$ cat config.mk
export PLATFORM = sky130hd
export DESIGN_NAME = rng_sum_sequencer
export DESIGN_NICKNAME = d
export VERILOG_FILES = /design/src/rtl/rng_sum_sequencer_pkg.sv /design/src/rtl/rng_sum_sequencer_edge_detect.sv /design/src/rtl/rng_sum_sequencer.sv
export SDC_FILE = /design/constraint.sdc
export NUM_CORES = 1
export LEC_CHECK = 0
export ABC_AREA = 0
export ABC_CLOCK_PERIOD_IN_PS = 1700
export CAP_MARGIN = 20
export CORE_ASPECT_RATIO = 0.6
export CORE_UTILIZATION = 41
export DETAILED_ROUTE_END_ITERATION = 6
export PLACE_DENSITY = 0.84
export SETUP_SLACK_MARGIN = 0.05
export SYNTH_ARGS = -nofsm -noshare
export SYNTH_HDL_FRONTEND = slang
export SYNTH_SLANG_ARGS = --single-unit
$ cat constraint.sdc
create_clock -name clk -period 1.7 [get_ports clk]
set_clock_uncertainty 0.05 [all_clocks]
set_input_delay 0.34 -clock clk [delete_from_list [all_inputs] [get_ports clk]]
set_output_delay 0.34 -clock clk [all_outputs]
set_load 0.01 [all_outputs]
$ cat src/rtl/rng_sum_sequencer_pkg.sv
// rng_sum_sequencer_pkg: shared state encodings and default widths for the sample sequencer
package rng_sum_sequencer_pkg;
  localparam logic [2:0] SEQ_IDLE = 3'd0;
  localparam logic [2:0] SEQ_REQ  = 3'd1;
  localparam logic [2:0] SEQ_WAIT = 3'd2;
  localparam logic [2:0] SEQ_ACC  = 3'd3;
  localparam logic [2:0] SEQ_DONE = 3'd4;
  localparam int DEF_DATA_W      = 8;
  localparam int DEF_NUM_SAMPLES = 3;
  localparam int DEF_SUM_W       = 10;
  localparam int DEF_RNG_LAT     = 1;
endpackage

$ cat src/rtl/rng_sum_sequencer_edge_detect.sv
// edge_detect: registered rising-edge detector with async active-low reset
module edge_detect (
  input  logic clk,
  input  logic rst,
  input  logic in,
  output logic rise
);
  logic q;
  always_ff @(posedge clk or negedge rst)
    if (!rst) q <= 1'b0;
    else q <= in;
  assign rise = in & ~q;
endmodule

$ cat src/rtl/rng_sum_sequencer.sv
// rng_sum_sequencer: runs NUM_SAMPLES generator/divider cycles per start edge and hands off the quotient sum
module rng_sum_sequencer
  import rng_sum_sequencer_pkg::*;
#(
  parameter int DATA_W      = DEF_DATA_W,
  parameter int NUM_SAMPLES = DEF_NUM_SAMPLES,
  parameter int SUM_W       = DEF_SUM_W,
  parameter int RNG_LAT     = DEF_RNG_LAT
) (
  input  logic              clk,
  input  logic              rst,
  input  logic              start,
  output logic              rng_start,
  input  logic [DATA_W-1:0] rng_data,
  output logic [DATA_W-1:0] div_dividend,
  input  logic [DATA_W-1:0] div_quotient,
  output logic [SUM_W-1:0]  sum_out,
  output logic              out_valid,
  input  logic              out_ready,
  output logic              busy,
  output logic [1:0]        sample_cnt
);
  localparam int CNT_W = RNG_LAT > 1 ? $clog2(RNG_LAT) : 1;
  logic [2:0] state;
  logic [CNT_W-1:0] wait_cnt;
  logic start_edge;
  edge_detect u_start (.clk(clk), .rst(rst), .in(start), .rise(start_edge));
  assign rng_start = state == SEQ_REQ;
  assign out_valid = state == SEQ_DONE;
  assign busy      = state != SEQ_IDLE;
  always_ff @(posedge clk or negedge rst)
    if (!rst) begin
      state        <= SEQ_IDLE;
      wait_cnt     <= '0;
      sum_out      <= '0;
      div_dividend <= '0;
      sample_cnt   <= '0;
    end else begin
      case (state)
        SEQ_IDLE:
          if (start_edge) begin
            sum_out    <= '0;
            sample_cnt <= '0;
            state      <= SEQ_REQ;
          end
        SEQ_REQ: begin
          wait_cnt <= CNT_W'(RNG_LAT - 1);
          state    <= SEQ_WAIT;
        end
        SEQ_WAIT:
          if (wait_cnt == '0) begin
            div_dividend <= rng_data;
            state        <= SEQ_ACC;
          end else wait_cnt <= wait_cnt - 1'b1;
        SEQ_ACC: begin
          sum_out <= sum_out + SUM_W'(div_quotient);
          if (sample_cnt == 2'(NUM_SAMPLES - 1)) state <= SEQ_DONE;
          else begin
            sample_cnt <= sample_cnt + 2'd1;
            state      <= SEQ_REQ;
          end
        end
        SEQ_DONE: if (out_ready) state <= SEQ_IDLE;
        default: state <= SEQ_IDLE;
      endcase
    end
endmodule

; Word-level counts from Yosys, hierarchy flattened
; Cells that the tools add are included.
[op_classes]
n_reduce_logical = 8
n_lt_le_gt_ge = 0
n_eq_ne = 9
mul = 0
n_mux = 12
bitwise = 3
div_mod_pow = 0
n_shift = 0
add_sub_neg = 3
[ops]
columns = op, count
row1 = 10-bit one-hot mux with 2 select lines, 1
row2 = 3-bit one-hot mux with 5 select lines, 1
row3 = 3-bit 2-to-1 mux, 4
row4 = 10-bit by 8-bit adder with 10-bit output, 1
row5 = 10-bit 2-to-1 mux, 1
row6 = "3-bit by 2-bit equality test with 1-bit output, second input constant", 2
row7 = "2-bit inequality test, second input constant", 3
row8 = 3-bit AND reduction, 2
row9 = 2-bit 2-to-1 mux, 2
row10 = 2-bit one-hot mux with 2 select lines, 1
row11 = 2-bit AND reduction, 2
row12 = 2-bit nonzero test, 2
row13 = "3-bit by 1-bit equality test with 1-bit output, second input constant", 1
row14 = "3-bit equality test, second input constant", 1
row15 = 3-bit zero test, 1
row16 = 3-bit nonzero test, 1
row17 = "2-bit by 1-bit adder with 2-bit output, second input constant", 1
row18 = "2-bit equality test, second input constant", 1
row19 = "2-bit by 1-bit inequality test with 1-bit output, second input constant", 1
row20 = 1-bit NOT, 2
row21 = 1-bit one-hot mux with 2 select lines, 1
row22 = 1-bit AND, 1
row23 = 1-bit 2-to-1 mux, 1
row24 = "1-bit subtractor, second input constant", 1
[word_totals]
output_inout_bits = 23
mem_count = 0
ramBits = 0
latch_bits = 0
input_bits = 20
mem_bits_ro = 0
ff_bits = 25
elab_cells = 41

; Logic depth before layout (Yosys ltp)
[depth]
word_depth = 4
mapped_depth = 8
ltp_nobuf = 8

; Cells and area by module
; Synthesis repeated with hierarchy kept, for this count alone.
[hier_totals]
hier_cells = 129
area_unflattened_um2 = 1367.6
[by_module_without_submodules]
columns = module, area_each_um2, seq_area_each_um2, cells_each, n_inst
row1 = rng_sum_sequencer, 1328.8, 575.6, 127, 1
row2 = edge_detect, 38.8, 25.0, 2, 1

; Least setup slack after synthesis
; No wires, ideal clock.
[synth_timing]
kind = flip-flop to flip-flop
startpoint = register sum_out[0]
endpoint = register sum_out[6]
n_path_buf = 0
setup_ps = 122
path_stages_with_launch = 9
arrival_time_ps = 1759
synth_period_minus_slack_ps = 1931
required_time_ps = 1528
path_slack_ps = -231
path_cell_list = dfrtp_1 -> ha_1 -> inv_1 -> fa_1 -> nand2b_1 -> a21oi_1 -> o21a_1 -> o21ai_0 -> a32o_1
[synth_between]
elab_chain_cells = 2
[synth_lines]
columns = element, line_no
row1 = from (decl), rng_sum_sequencer.sv:17  ; output logic [SUM_W-1:0] sum_out,
row2 = from (signal assigned), rng_sum_sequencer.sv:56  ; sum_out <= sum_out + SUM_W'(div_quotient);
row3 = 10-bit by 8-bit adder with 10-bit output, rng_sum_sequencer.sv:56
row4 = 10-bit one-hot mux with 2 select lines, rng_sum_sequencer.sv:39  ; case (state)
; No other way between the ends.
; A chain may end at the register's enable or synchronous reset.

; Worst setup path in the final report
; Ends and elaborated chain as after synthesis.

==> summary.md <==
| Metric | Value |
|---|---|
| Status | finished with violations |
| Failing checks | negative setup slack |
| Input/output buffers | 42 |
| Post-synth EDFFs | 0 |
| Avg WL per Cell | 15.7 um |
| CORE AREA | 2980 sq um |
| Yosys cell types | 33 |
| Pre-Repair DR Iteration Count | 5 |
| Critical Path RT | 1.81 ns |
| Final core utilization | 69.4% |
| Final net count | 217 |
| Syn Area/Cell | 10.8 sq um |
| RSZ-0062 raised after global routing | true |
| Chip Height | 46.3 um |
| Initial drt markers | 73 |
| DRC viols | 0 |
| Post-Route WL | 3550 um |
| Root Driver | clkbuf_8 |
| Critical Path Fanout Max | 3 |
| Cell area power density | 1860 nW/um^2 |
| Leak | 0.945 nW |
| Synth Register Bits | 24 |
| N_diodes | 0 |
| Period utilization | 115% |
| CTS Sinks | 24 |
| CTS Buffer Depth | 2 |
| First-pass GRT wire length | 5440 um |
| Pin count of the biggest net entering global routing | 25 |
| Initial antenna violation count | 0 |
| Worst skew pair latency | 0.27 ns |
| Post-Synthesis Cells | 124 |
| Final setup viols | 6 |
| Num rows | 15 |
| Slew Limit Fails | 0 |
| Pre-CTS setup slack | -0.690 ns |
| Vias | 1187 |
| Top_reg_cell synth | dfrtp_1 |
| Max IR drop VDD | 836 uV |
| Post-DP HPWL | 2720 um |
| Syn Nets | 154 |
| TritonCTS clock tree | built |
| Worst EP arrival | 2.06 ns |
| Filler instances | 202 |
| Layout cells sized above 1 | 28.1% |
| Worst setup margin | -0.255 ns |
| Number of placed I/O pins | 43 |
| Ys Warns | 0 |
| CP endpoint kind | flip-flop |
| F_max | 511 MHz |
| Number of global-route vias before repair | 1199 |
| Slew headroom | 76.1% |
| Tot GR Track Use | 21.9% |
| Initial Util | 44.9% |
| Hold Fails Final Rpt | 0 |
| Sequential area share after synthesis | 44.8% |
| Die area | 3510 sq um |
| Most common cell after layout, fill and taps aside | clkdlybuf4s50_1 |
| Fin area | 2070 sq um |
| PnR Total Power | 3.86 mW |
| Area post-placement | 1960 sq um |
| Cts bufs inserted | 3 |
| Number of routed nets with antenna violations | 0 |
| Max Cap Viol | 0 |
| Cts hold-fix bufs | 0 |
| Reg2Reg Setup Slack | -0.26 ns |
| WS Path Type | flip-flop to flip-flop |
| Placer congestion estimate | 0.760 |
| Mapped Area | 1340 sq um |
| Most frequent cells in the layout | clkdlybuf4s50_1 (27), dfrtp_1 (24), buf_4 (19), nand2_1 (14), dlygate4sd2_1 (12) |
| Global route overflow | 0 |
| Die W | 75.8 um |
| Slew at the pin with the worst max-slew slack | 0.358 ns |
| Startpoint Class | flip-flop |
| Htree depth | 1 |
| Async SR Flop Fraction | 100% |
| Area delta synth->final | 54.3% |
| Via-to-Cell Ratio | 5.23 |
| Tightest Hold Check Type | input pin to asynchronous set/reset pin |
| Fin crit period | 1.96 ns |
| Clock-pin slew on the worst setup and hold paths | 0.08 ns |
## registers in the layout, summed over array words and instances (netlist names)
name and count:
sum_out 10, div_dividend 8, state 3, sample_cnt 2, u_start.q 1
## where the power goes
part / total, mW / leakage [nW] / switching, mW / internal [mW]
sequential: 1.06 / 0.294 / 0.213 / 0.844
combinational: 2.46 / 0.629 / 1.10 / 1.36
clock: 0.339 / 0.0216 / 0.180 / 0.159
total: 3.86 / 0.945 / 1.49 / 2.36
## per-layer routing
| layer | vias to the layer above | routed length, um | GRT usage, % |
|---|---|---|---|
| met3 | 6 | 173 | 6.35 |
| li1 | 557 | - | - |
| met1 | 588 | 1590 | 27.7 |
| met5 | - | 0 | 0 |
| met4 | 0 | 38 | 7.41 |
| met2 | 36 | 1750 | 36.3 |
## final cells by class
| class | instances | area (sq um) | share of cell area (%) |
|---|---|---|---|
| sequential | 24 | 601 | 29.0 |
| tap | 42 | 52.6 | 2.54 |
| inverter | 7 | 26.3 | 1.27 |
| multi-input combinational | 89 | 791 | 38.2 |
| timing repair buffer | 62 | 558 | 27.0 |
| clock buffer | 3 | 41.3 | 2.00 |
## final timing paths
path                            start              end  cells after the start
min in group clk           sum_out[9]       sum_out[9]                      1
min                               rst  div_dividend[2]                      2
min reg2reg                sum_out[9]       sum_out[9]                      1
max reg2reg                sum_out[0]       sum_out[6]                      8
max                        sum_out[0]       sum_out[6]                      8
max in group asynchronous         rst       sum_out[7]                      2
## synth_stat cells, types with 4 or more instances
master    instances  area [sq um]
buf_2             4          20.0
o21ai_0          10          50.1
ha_1              9           113
dfrtp_1          24           601
nand2_1          14          52.6
nor2_1            4          15.0
a21oi_1           6          30.0
inv_1             7          26.3
nand2b_1          5          31.3
mux2_2            8          90.1
## repair_timing
item,CTS,global route
endpoints found under the hold margin,0,0
gates cloned,0,0
endpoints found under the setup margin,16,10
setup buffers,3,0
gates resized for setup,27,7
pin swaps,11,4
## critical path: stages, from the launching register on
cell	delay (ns)
dfrtp_1	0.40
ha_2	0.20
inv_2	0.05
fa_2	0.19
nand2b_4	0.14
a21oi_4	0.05
o21a_1	0.21
or3_1	0.31
a32o_1	0.25
## kinds of logic after synthesis
logic type | count (synthesis) | share of synthesized area (%)
simple gates | 35 | 14.7
compound gates | 30 | 16.3
flops | 24 | 44.8
buf+inv | 11 | 3.45
mux | 10 | 8.21
fa+ha+maj | 10 | 9.89
xor+xnor | 4 | 2.61
## through the flow
step | hold slack (ns) | setup TNS, ns | cells
final | 0.377 | -1.01 | 227
after CTS | 0.387 | -1.10 | 227
after floorplan | -0.00559 | -0.511 | 124
after global placement | 0.425 | -3.88 | 221
after global routing | 0.413 | -1.56 | 227
after detailed placement | 0.424 | -4.51 | 221
Power figures use the tool's default switching activity.
